### src/rtl/cv32e40x_pkg.sv
// Shared constants for the interrupt source stage: standard machine interrupt ids and the
// default set of implemented interrupt lines.
package cv32e40x_pkg;

  localparam int unsigned IRQ_W    = 32;
  localparam int unsigned IRQ_ID_W = 5;

  localparam logic [IRQ_ID_W-1:0] IRQ_ID_MEI = 5'd11;
  localparam logic [IRQ_ID_W-1:0] IRQ_ID_MSI = 5'd3;
  localparam logic [IRQ_ID_W-1:0] IRQ_ID_MTI = 5'd7;

  // MSI, MTI, MEI plus the 16 platform lines
  localparam logic [IRQ_W-1:0] IRQ_MASK_DEFAULT = 32'hFFFF_0888;

endpackage

### src/rtl/cv32e40x_irq_prio_enc.sv
// Fixed-priority interrupt encoder: MEI, then MSI, then MTI, then platform lines 31 down to 16.
// Purely combinational; lines outside that set never win.
module cv32e40x_irq_prio_enc
  import cv32e40x_pkg::*;
(
  input  logic [IRQ_W-1:0]    en,
  output logic [IRQ_ID_W-1:0] id,
  output logic                valid
);

  always_comb begin
    id    = '0;
    valid = 1'b0;
    // Each later assignment overrides an earlier one, so evaluate lowest priority first.
    for (int i = 16; i < 32; i++) begin
      if (en[i]) begin
        id    = IRQ_ID_W'(i);
        valid = 1'b1;
      end
    end
    if (en[IRQ_ID_MTI]) begin
      id    = IRQ_ID_MTI;
      valid = 1'b1;
    end
    if (en[IRQ_ID_MSI]) begin
      id    = IRQ_ID_MSI;
      valid = 1'b1;
    end
    if (en[IRQ_ID_MEI]) begin
      id    = IRQ_ID_MEI;
      valid = 1'b1;
    end
  end

endmodule

### src/rtl/cv32e40x_irq_sampler.sv
// Interrupt source stage: registers raw lines into mip (level or rising-edge per line),
// masks with mie / mstatus.MIE and presents one arbitrated request to the controller.
module cv32e40x_irq_sampler
  import cv32e40x_pkg::*;
#(
  parameter logic [IRQ_W-1:0] IRQ_EDGE_MASK  = 32'h0000_0000,
  parameter logic [IRQ_W-1:0] IRQ_VALID_MASK = IRQ_MASK_DEFAULT
) (
  input  logic                clk,
  input  logic                rst,
  input  logic [IRQ_W-1:0]    irq_i,
  input  logic [IRQ_W-1:0]    mie_i,
  input  logic                m_ie_i,
  input  logic                irq_ack_i,
  input  logic [IRQ_ID_W-1:0] irq_ack_id_i,
  output logic [IRQ_W-1:0]    mip_o,
  output logic                irq_req_ctrl_o,
  output logic [9:0]          irq_id_ctrl_o,
  output logic                irq_wu_ctrl_o
);

  localparam logic [IRQ_W-1:0] EDGE_LINES = IRQ_EDGE_MASK & IRQ_VALID_MASK;

  logic [IRQ_W-1:0]    irq_q;
  logic [IRQ_W-1:0]    pend_q;
  logic [IRQ_W-1:0]    edge_set;
  logic [IRQ_W-1:0]    ack_clr;
  logic [IRQ_W-1:0]    en;
  logic [IRQ_ID_W-1:0] win_id;
  logic                win_valid;

  // Rising edge is judged against the raw input so the pending bit appears with the same
  // one-cycle latency as a level line.
  assign edge_set = irq_i & ~irq_q & EDGE_LINES;
  assign ack_clr  = irq_ack_i ? (IRQ_W'(1) << irq_ack_id_i) : '0;

  always_ff @(posedge clk) begin
    if (rst) begin
      irq_q  <= '0;
      pend_q <= '0;
    end else begin
      irq_q  <= irq_i & IRQ_VALID_MASK;
      pend_q <= ((pend_q & ~ack_clr) | edge_set) & EDGE_LINES;
    end
  end

  assign mip_o = (irq_q & ~EDGE_LINES) | pend_q;
  assign en    = mip_o & mie_i;

  cv32e40x_irq_prio_enc u_prio_enc (
    .en    (en),
    .id    (win_id),
    .valid (win_valid)
  );

  // Handshake: irq_req_ctrl_o/irq_id_ctrl_o act as valid/payload; irq_ack_i is a one-cycle
  // take strobe that may only be raised while irq_req_ctrl_o is high, and it clears the
  // pending bit of an edge line named by irq_ack_id_i (level lines clear at the source).
  assign irq_wu_ctrl_o  = win_valid;
  assign irq_req_ctrl_o = win_valid & m_ie_i;
  assign irq_id_ctrl_o  = {5'b0, win_id};

  always_ff @(posedge clk) begin
    if (!rst) begin
      assert (!(irq_ack_i && !irq_req_ctrl_o));
    end
  end

endmodule

### config.mk
export PLATFORM = sky130hd
export DESIGN_NAME = cv32e40x_irq_sampler
export DESIGN_NICKNAME = d
export VERILOG_FILES = /design/src/rtl/cv32e40x_pkg.sv /design/src/rtl/cv32e40x_irq_prio_enc.sv /design/src/rtl/cv32e40x_irq_sampler.sv
export SDC_FILE = /design/constraint.sdc
export NUM_CORES = 1
export LEC_CHECK = 0
export ABC_AREA = 0
export CAP_MARGIN = 30
export CELL_PAD_IN_SITES_DETAIL_PLACEMENT = 0
export CELL_PAD_IN_SITES_GLOBAL_PLACEMENT = 1
export CORE_MARGIN = 8
export CORE_UTILIZATION = 17
export CTS_BUF_LIST = sky130_fd_sc_hd__clkbuf_4 sky130_fd_sc_hd__clkbuf_8
export CTS_CLUSTER_DIAMETER = 50
export CTS_CLUSTER_SIZE = 28
export DETAILED_ROUTE_END_ITERATION = 6
export GPL_TIMING_DRIVEN = 0
export HOLD_SLACK_MARGIN = 0.06
export PLACE_DENSITY_LB_ADDON = 0.15
export SYNTH_ARGS = -nofsm -noshare
export SYNTH_HDL_FRONTEND = slang
export SYNTH_HIERARCHICAL = 1
export SYNTH_SLANG_ARGS = --single-unit
### constraint.sdc
create_clock -name clk -period 1.7 [get_ports clk]
set_input_delay 0.34 -clock clk [delete_from_list [all_inputs] [get_ports clk]]
set_output_delay 0.34 -clock clk [all_outputs]
set_load 0.02 [all_outputs]
==> results of run 1 <==
power by group:
part	switching (uW)	internal (uW)	leakage, uW
logic	224	289	0.000828
registers	12.2	471	0.000162
clock network	145	182	0.0000262
total	382	942	0.00102
critical path, delay by kind of cell:
kind | cells | cell delay, ns
simple gates | 6 | 1.00
buf+inv | 2 | 0.34
logic make-up (layout without fill, tap and decap cells):
group,after synthesis,in the layout,share of synthesized area [%]
buffers and inverters,23,112,16.0
other,1,18,0.380
DFF,19,19,38.6
AOI/OAI and AO/OA,10,10,7.36
and+or+nand+nor,60,60,37.7
stage by stage:
stage	total power [uW]	std cells	setup slack, ns	hold WS [ns]
finish	1320	291	-0.333	0.628
global route	1390	291	-0.413	0.626
CTS	1350	290	-0.402	0.617
detailed placement	927	268	-1.03	0.900
global placement	925	268	-1.01	0.898
floorplan	722	130	-0.0534	0.412
layout make-up:
type / instances / area share (%)
Sequential cell: 19 / 17.9
Clock buffer: 4 / 2.20
Multi-Input combinational cell: 88 / 32.9
Inverter: 4 / 0.678
Timing Repair Buffer: 85 / 35.8
Tap cell: 72 / 4.07
Buffer: 19 / 6.44
synth_stat cells:
cell	number	share of area, %
and2b_1	8	6.1
or3_4	1	1.1
and2_1	20	13
o21ai_0	1	0.51
dfxtp_1	19	39
a211oi_1	1	0.76
a21oi_1	2	1.0
nor3_2	1	1.0
nor2b_1	12	7.6
nor2_1	9	3.4
a21o_2	1	0.89
o31ai_1	2	1.5
inv_1	4	1.5
a311oi_1	1	0.89
nand2_1	4	1.5
nand2b_1	1	0.63
buf_4	19	14
a2111oi_0	1	0.89
nor3_1	2	1.0
nor4_2	2	2.5
o41ai_1	1	0.89
conb_1	1	0.38
worst paths after layout:
| check | startpoint | end | cells past startpoint |
|---|---|---|---|
| max | mie_i[24] | irq_req_ctrl_o | 8 |
| min | irq_i[24] | irq_q[24]$_SDFF_PP0_ | 2 |
what timing repair did:
item                       4_1_cts  5_1_grt
setup endpoints to repair        7        7
pin swaps                       29       20
resized for setup              106        9
cloned                           0        0
setup buffers                   18        2
metal layers:
metal | wire (um) | part of all wire [%] | vias to the layer above
li1 | - | - | 538
met1 | 1240 | 35 | 472
met2 | 1820 | 52 | 48
met3 | 390 | 11 | 4
met4 | 50 | 1.4 | 0
met5 | 0 | 0 | -
==> results.py, run 1 <==
metrics = {
    "global_routing": {
        "first_global_vias": 1218,
        "grt_use_total_pct": 8.24,
        "grt_pass1_wl_mm": 5.58,
        "grt_use_met1_pct": 7.62,
        "grt_max_degree": 11,
        "gr-usage-met3_pct": 4.16,
        "grt-busiest-layer": "met2",
        "grt-ovfl-total": 0,
        "use_met2_pct": 14.9,
        "antenna_found_initial": 0,
    },
    "synth": {
        "ys_warn_count": 6,
        "ys_types": 22,
        "ys_seq_elements": 19,
        "avgSynthCellArea_um2": 8.73,
        "yosysSeqAreaShare_pct": 38.6,
        "syn_area_um2": 986,
        "synthCells": 113,
    },
    "setup_path": {
        "worst-path-max-fanout": 2,
        "slowest_delay_ns": 0.32,
        "arrival_ns": 1.69,
        "crit_required_ns": 1.36,
        "endpoint_kind": "output pin",
        "crit_slowest_cell": "nor4_4",
        "cp-start-kind": "input port",
        "path_class": "input port to output pin",
        "crit_top_cell": "and2_4",
        "path_cells": "dlygate4sd2_1 -> and2_4 -> nor4_4 -> nand2_2 -> nor3_4 -> nand2b_4 -> and2_4 -> buf_6",
    },
    "die": {
        "die_w_um": 92.2,
        "start_util_pct": 17.8,
        "num_io_pins": 117,
        "die-height_um": 92.2,
        "core_area_um2": 5540,
        "num_rows": 27,
        "die_area_um2": 8490,
    },
    "sta": {
        "min_period_ns": 2.03,
        "drv_slew": 0,
        "setup_tns_ns": -1.75,
        "setup_viol": 7,
        "hold_viol_final": 0,
        "fmax_mhz": 492,
        "setup_ws_ns": -0.333,
        "finalCritPeriodShare_pct": 120,
        "rsz0062_at_grt": "yes",
    },
    "placed_design": {
        "place_area_um2": 1860,
        "dp_hpwl_mm": 2.94,
        "port_buffers": 66,
        "gp_congestion": 0.673,
    },
    "clocking": {
        "cts_max_path_buffers": 2,
        "cts_tree": "done",
        "cts-root-buf": "clkbuf_8",
        "clk_pin_slew_ns": 0.07,
        "cts_sinks": 19,
        "cts_hold_buf": 0,
        "cts_buffers": 3,
        "htree_levels": 1,
    },
    "drt": {
        "drc": 0,
        "drtPass1Iterations": 2,
        "wire_per_inst_um": 12.0,
        "ant_nets": 0,
        "vias_per_cell": 3.65,
        "routed_wirelength_mm": 3.50,
        "num_vias": 1062,
        "drtIter0Drc": 7,
    },
    "status": {
        "status": "finished, violations left",
        "violations": "setup timing",
    },
    "final_layout": {
        "fin_area_um2": 2210,
        "final_common_cell": "clkdlybuf4s50_1",
        "fin_nets": 293,
        "drive_gt1_share_pct": 47.9,
        "syn2layout_area_growth_pct": 124,
        "largest_register": "irq_q",
        "multi_input_area_um2": 728,
        "layout_common_cells": "41 x clkdlybuf4s50_1, 39 x buf_4, 19 x and2_4",
        "fill_cells": 567,
        "largest_reg_flops": 19,
        "final_util_pct": 40.0,
        "top_regs": "irq_q x19",
        "antenna_cells": 0,
        "register_area_um2": 397,
    },
    "power": {
        "ir_drop_mv": 0.263,
        "p_leak_uw": 0.00102,
        "power.density_nw_per_um2": 598,
    },
    "hold_path": {
        "hp-class": "input port to register",
    },
    "flow_run": {
        "cap_viol_max_count": 0,
    },
}
No activity file was read; power rests on OpenSTA's default activity.
==> run 2, diff against run 1 <==
==> constraint.sdc (replaced) <==
create_clock -name clk -period 2.2 [get_ports clk]
set_input_delay 0.44 -clock clk [delete_from_list [all_inputs] [get_ports clk]]
set_output_delay 0.44 -clock clk [all_outputs]
set_load 0.02 [all_outputs]
==> results.py, run 2 (synthesized netlist as in run 1, its figures left out) <==
metrics = {
    "sta": {
        "finalCritPeriodShare_pct": 99.4,
        "fmax_mhz": 457,
        "min_period_ns": 2.19,
        "holdWs_ns": 0.734,
        "rsz0062_at_grt": "yes",
        "setup_viol": 0,
        "hold_viol_final": 0,
        "drv_slew": 0,
    },
    "final_layout": {
        "drive_gt1_share_pct": 43.6,
        "layout_common_cells": "41 x clkdlybuf4s50_1, 40 x buf_4, 19 x and2_4",
        "fin_area_um2": 2140,
        "final_common_cell": "clkdlybuf4s50_1",
        "antenna_cells": 0,
        "top_regs": "irq_q x19",
        "largest_reg_flops": 19,
        "largest_register": "irq_q",
        "syn2layout_area_growth_pct": 117,
        "fin_nets": 294,
    },
    "power": {
        "ir_drop_mv": 0.182,
        "finalPower_uw": 1010,
        "power.density_nw_per_um2": 473,
        "p_leak_uw": 0.000992,
    },
    "clocking": {
        "cts_buffers": 3,
        "cts_tree": "done",
        "cts-root-buf": "clkbuf_8",
        "clk_pin_slew_ns": 0.07,
        "htree_levels": 1,
        "cts_max_path_buffers": 2,
        "cts_sinks": 19,
        "cts_hold_buf": 0,
    },
    "global_routing": {
        "grt-ovfl-total": 0,
        "grt_pass1_wl_mm": 5.66,
        "grt_max_degree": 11,
        "grt_use_total_pct": 8.36,
        "antenna_found_initial": 0,
        "first_global_vias": 1160,
    },
    "setup_path": {
        "setup.worst_path.start": "mie_i[24]",
        "endpoint_kind": "output pin",
        "worst-path-max-fanout": 2,
        "crit_end": "irq_req_ctrl_o",
        "cp-start-kind": "input port",
        "path_class": "input port to output pin",
        "arrival_ns": 1.75,
        "crit_required_ns": 1.76,
    },
    "die": {
        "core_area_um2": 5540,
        "start_util_pct": 17.8,
        "die_w_um": 92.2,
        "num_io_pins": 117,
        "die-height_um": 92.2,
        "num_rows": 27,
        "die_area_um2": 8490,
    },
    "placed_design": {
        "port_buffers": 66,
        "gp_congestion": 0.694,
        "place_area_um2": 1800,
        "dp_hpwl_mm": 2.89,
    },
    "drt": {
        "drtIter0Drc": 10,
        "num_vias": 1042,
        "vias_per_cell": 3.57,
        "drtPass1Iterations": 2,
        "ant_nets": 0,
        "wire_per_inst_um": 12.3,
        "routed_wirelength_mm": 3.59,
        "drc": 0,
    },
    "flow_run": {
        "cap_viol_max_count": 0,
    },
    "hold_path": {
        "hp-class": "input port to register",
    },
    "status": {
        "status": "finished, final reports clean",
    },
}
[run 2: how the worst min path moves through the flow]
| stage | end | startpoint | slack (ns) | cells past startpoint |
|---|---|---|---|---|
| floorplan | irq_q[17]$_SDFF_PP0_ | rst | 0.51 | 1 |
| global placement | irq_q[17]$_SDFF_PP0_ | irq_i[17] | 1.0 | 2 |
| detailed placement | irq_q[19]$_SDFF_PP0_ | irq_i[19] | 1.01 | 2 |
| CTS | irq_q[23]$_SDFF_PP0_ | irq_i[23] | 0.73 | 2 |
| global route | irq_q[23]$_SDFF_PP0_ | irq_i[23] | 0.73 | 2 |
| finish | irq_q[27]$_SDFF_PP0_ | irq_i[27] | 0.73 | 2 |
[run 2: worst max-delay path: stages]
cell and delay, ns:
clkdlybuf4s15_1 0.16, and2_4 0.15, nor4_4 0.30, nand2_2 0.12, nor3_4 0.25, nand2b_4 0.07
and2_4 0.13, buf_6 0.12
[run 2: stage by stage]
step | cells | util (%) | worst slack [ns] | setup TNS, ns
2_1_floorplan | 130 | - | 0.122 | 0
3_3_place_gp | 268 | 32.5 | -0.761 | -4.35
3_5_place_dp | 268 | 32.5 | -0.747 | -4.25
4_1_cts | 287 | 38.1 | 0.00539 | 0
5_1_grt | 292 | 38.6 | -0.0793 | -0.0817
6_report | 292 | 38.6 | 0.0132 | 0
[run 2: what timing repair did]
| action | 4_1_cts | 5_1_grt |
|---|---|---|
| endpoints found under the hold margin | 0 | 0 |
| gates cloned | 0 | 0 |
| endpoints found under the setup margin | 7 | 2 |
| pin swaps | 18 | 7 |
| resized for setup | 109 | 11 |
| setup buffers | 15 | 5 |
[run 2: area by class of cell]
class	count	area [um2]
clock buffer	4	48.8
multi-input combinational	88	699
fill	576	3400
buffer	19	143
sequential	19	384
timing repair buffer	86	761
tap	72	90.1
inverter	4	15.0
[run 2: report_power, final]
group	leakage, uW	total, uW	switching (uW)	internal [uW]
Sequential	0.000159	373	9.58	363
Combinational	0.000806	384	170	213
Clock	0.0000262	256	115	141
[run 2: per-layer routing]
metal	up-vias	part of all wire [%]	global-route usage [%]
met5	-	0	0
met3	4	10	4.07
met4	0	0.86	2.42
met1	447	38	8.32
li1	539	-	-
met2	52	50	15.0
==> run 3, diff against run 2 <==
--- a/config.mk
+++ b/config.mk
@@ -18,6 +18,8 @@
 export GPL_TIMING_DRIVEN = 0
 export HOLD_SLACK_MARGIN = 0.06
 export PLACE_DENSITY_LB_ADDON = 0.15
+export SETUP_SLACK_MARGIN = 0.05
+export SLEW_MARGIN = 20
 export SYNTH_ARGS = -nofsm -noshare
 export SYNTH_HDL_FRONTEND = slang
 export SYNTH_HIERARCHICAL = 1
==> results.py, run 3 (synthesized netlist as in run 1, its figures left out) <==
metrics = {
    "setup_path": {
        "crit_required_ns": 1.76,
        "endpoint_kind": "output pin",
        "worst-path-max-fanout": 2,
        "path_class": "input port to output pin",
        "cp-start-kind": "input port",
        "arrival_ns": 1.72,
        "setup.worst_path.start": "mie_i[28]",
    },
    "final_layout": {
        "antenna_cells": 0,
        "fin_area_um2": 2150,
        "layout_common_cells": "41 x clkdlybuf4s50_1, 39 x buf_4, 19 x and2_4",
        "largest_reg_flops": 19,
        "register_area_um2": 384,
        "multi_input_area_um2": 702,
        "drive_gt1_share_pct": 44.1,
        "fin_nets": 294,
        "fill_cells": 569,
        "largest_register": "irq_q",
        "top_regs": "irq_q x19",
        "final_common_cell": "clkdlybuf4s50_1",
        "syn2layout_area_growth_pct": 119,
    },
    "drt": {
        "drtIter0Drc": 12,
        "wl_met3_um": 378,
        "ant_nets": 0,
        "routed_wirelength_mm": 3.62,
        "met2_length_mm": 1.83,
        "drc": 0,
        "vias_per_cell": 3.65,
        "wire_per_inst_um": 12.4,
        "drtPass1Iterations": 2,
        "highest_layer": "met4",
        "num_vias": 1066,
        "route.layer.met1.wl_mm": 1.38,
    },
    "clocking": {
        "cts_hold_buf": 0,
        "cts_buffers": 3,
        "cts_sinks": 19,
        "cts_tree": "done",
        "cts_max_path_buffers": 2,
        "cts-root-buf": "clkbuf_8",
        "htree_levels": 1,
        "clk_pin_slew_ns": 0.07,
    },
    "placed_design": {
        "gp_congestion": 0.694,
        "place_area_um2": 1800,
        "port_buffers": 66,
        "dp_hpwl_mm": 2.89,
    },
    "status": {
        "status": "finished, final reports clean",
    },
    "sta": {
        "setup_viol": 0,
        "min_period_ns": 2.16,
        "rsz0062_at_grt": "yes",
        "fmax_mhz": 462,
        "finalCritPeriodShare_pct": 98.4,
        "hold_viol_final": 0,
        "drv_slew": 0,
        "holdWs_ns": 0.732,
    },
    "die": {
        "die_area_um2": 8490,
        "die_w_um": 92.2,
        "die-height_um": 92.2,
        "core_area_um2": 5540,
        "start_util_pct": 17.8,
        "num_rows": 27,
        "num_io_pins": 117,
    },
    "power": {
        "finalPower_uw": 1020,
        "power.density_nw_per_um2": 472,
        "ir_drop_mv": 0.182,
        "p_leak_uw": 0.000995,
    },
    "global_routing": {
        "grt_use_total_pct": 8.43,
        "first_global_vias": 1168,
        "antenna_found_initial": 0,
        "grt_pass1_wl_mm": 5.71,
        "grt_max_degree": 11,
        "grt-ovfl-total": 0,
    },
    "hold_path": {
        "hp-class": "input port to register",
        "hold_path_startpoint": "irq_i[21]",
    },
    "flow_run": {
        "cap_viol_max_count": 0,
    },
}
run 3: cell count changes in the layout (fill, tap and decap cells not counted):
cell / before / now
buf_2: 4 / 3
buf_4: 40 / 39
buf_6: 2 / 4
clkdlybuf4s15_1: 3 / 4
dlygate4sd2_1: 12 / 11
nand2_1: 2 / 1
nand2_2: 2 / 3
run 3: report_power, final:
group / leakage (uW) / internal (uW) / total, uW / switching (uW)
sequential: 0.000159 / 363 / 373 / 9.66
combinational: 0.000809 / 217 / 389 / 172
clock: 0.0000262 / 141 / 254 / 113
run 3: layer usage:
| metal | GRT usage, % | vias to the layer above |
|---|---|---|
| met5 | 0 | - |
| met4 | 2.42 | 0 |
| met3 | 4.07 | 4 |
| met2 | 15.1 | 52 |
| met1 | 8.46 | 469 |
| li1 | - | 541 |
run 3: layout make-up:
type                            count  area share [%]
Multi-Input combinational cell     88            32.6
Buffer                             19            6.62
Timing Repair Buffer               86            35.8
Clock buffer                        4            2.26
Inverter                            4           0.697
Sequential cell                    19            17.8
Tap cell                           72            4.18
run 3: worst paths after layout:
check,to,slack (ns),cells after the start
worst min-delay path,irq_q[21]$_SDFF_PP0_,0.73,2
worst max-delay path,irq_req_ctrl_o,0.04,8
run 3: repair_timing:
action	in CTS	in global routing
setup endpoints to repair	7	7
pin swaps	18	14
endpoints found under the hold margin	0	0
buffers inserted	15	5
gates resized for setup	113	12
run 3: critical path: stages:
cell and delay [ns]:
clkdlybuf4s15_1 0.16, and2_4 0.14, nor4_4 0.31, nand2_2 0.12, nor3_4 0.23, nand2b_4 0.07, and2_4 0.13, buf_6 0.12
run 3: metrics by stage:
step / setup TNS, ns / instances / utilization, % / setup WS (ns)
finish: 0 / 292 / 38.9 / 0.0363
global route: -0.0602 / 292 / 38.9 / -0.0602
detailed placement: -4.25 / 268 / 32.5 / -0.747
global placement: -4.35 / 268 / 32.5 / -0.761
CTS: 0 / 287 / 38.2 / 0.0247
floorplan: 0 / 130 / - / 0.122
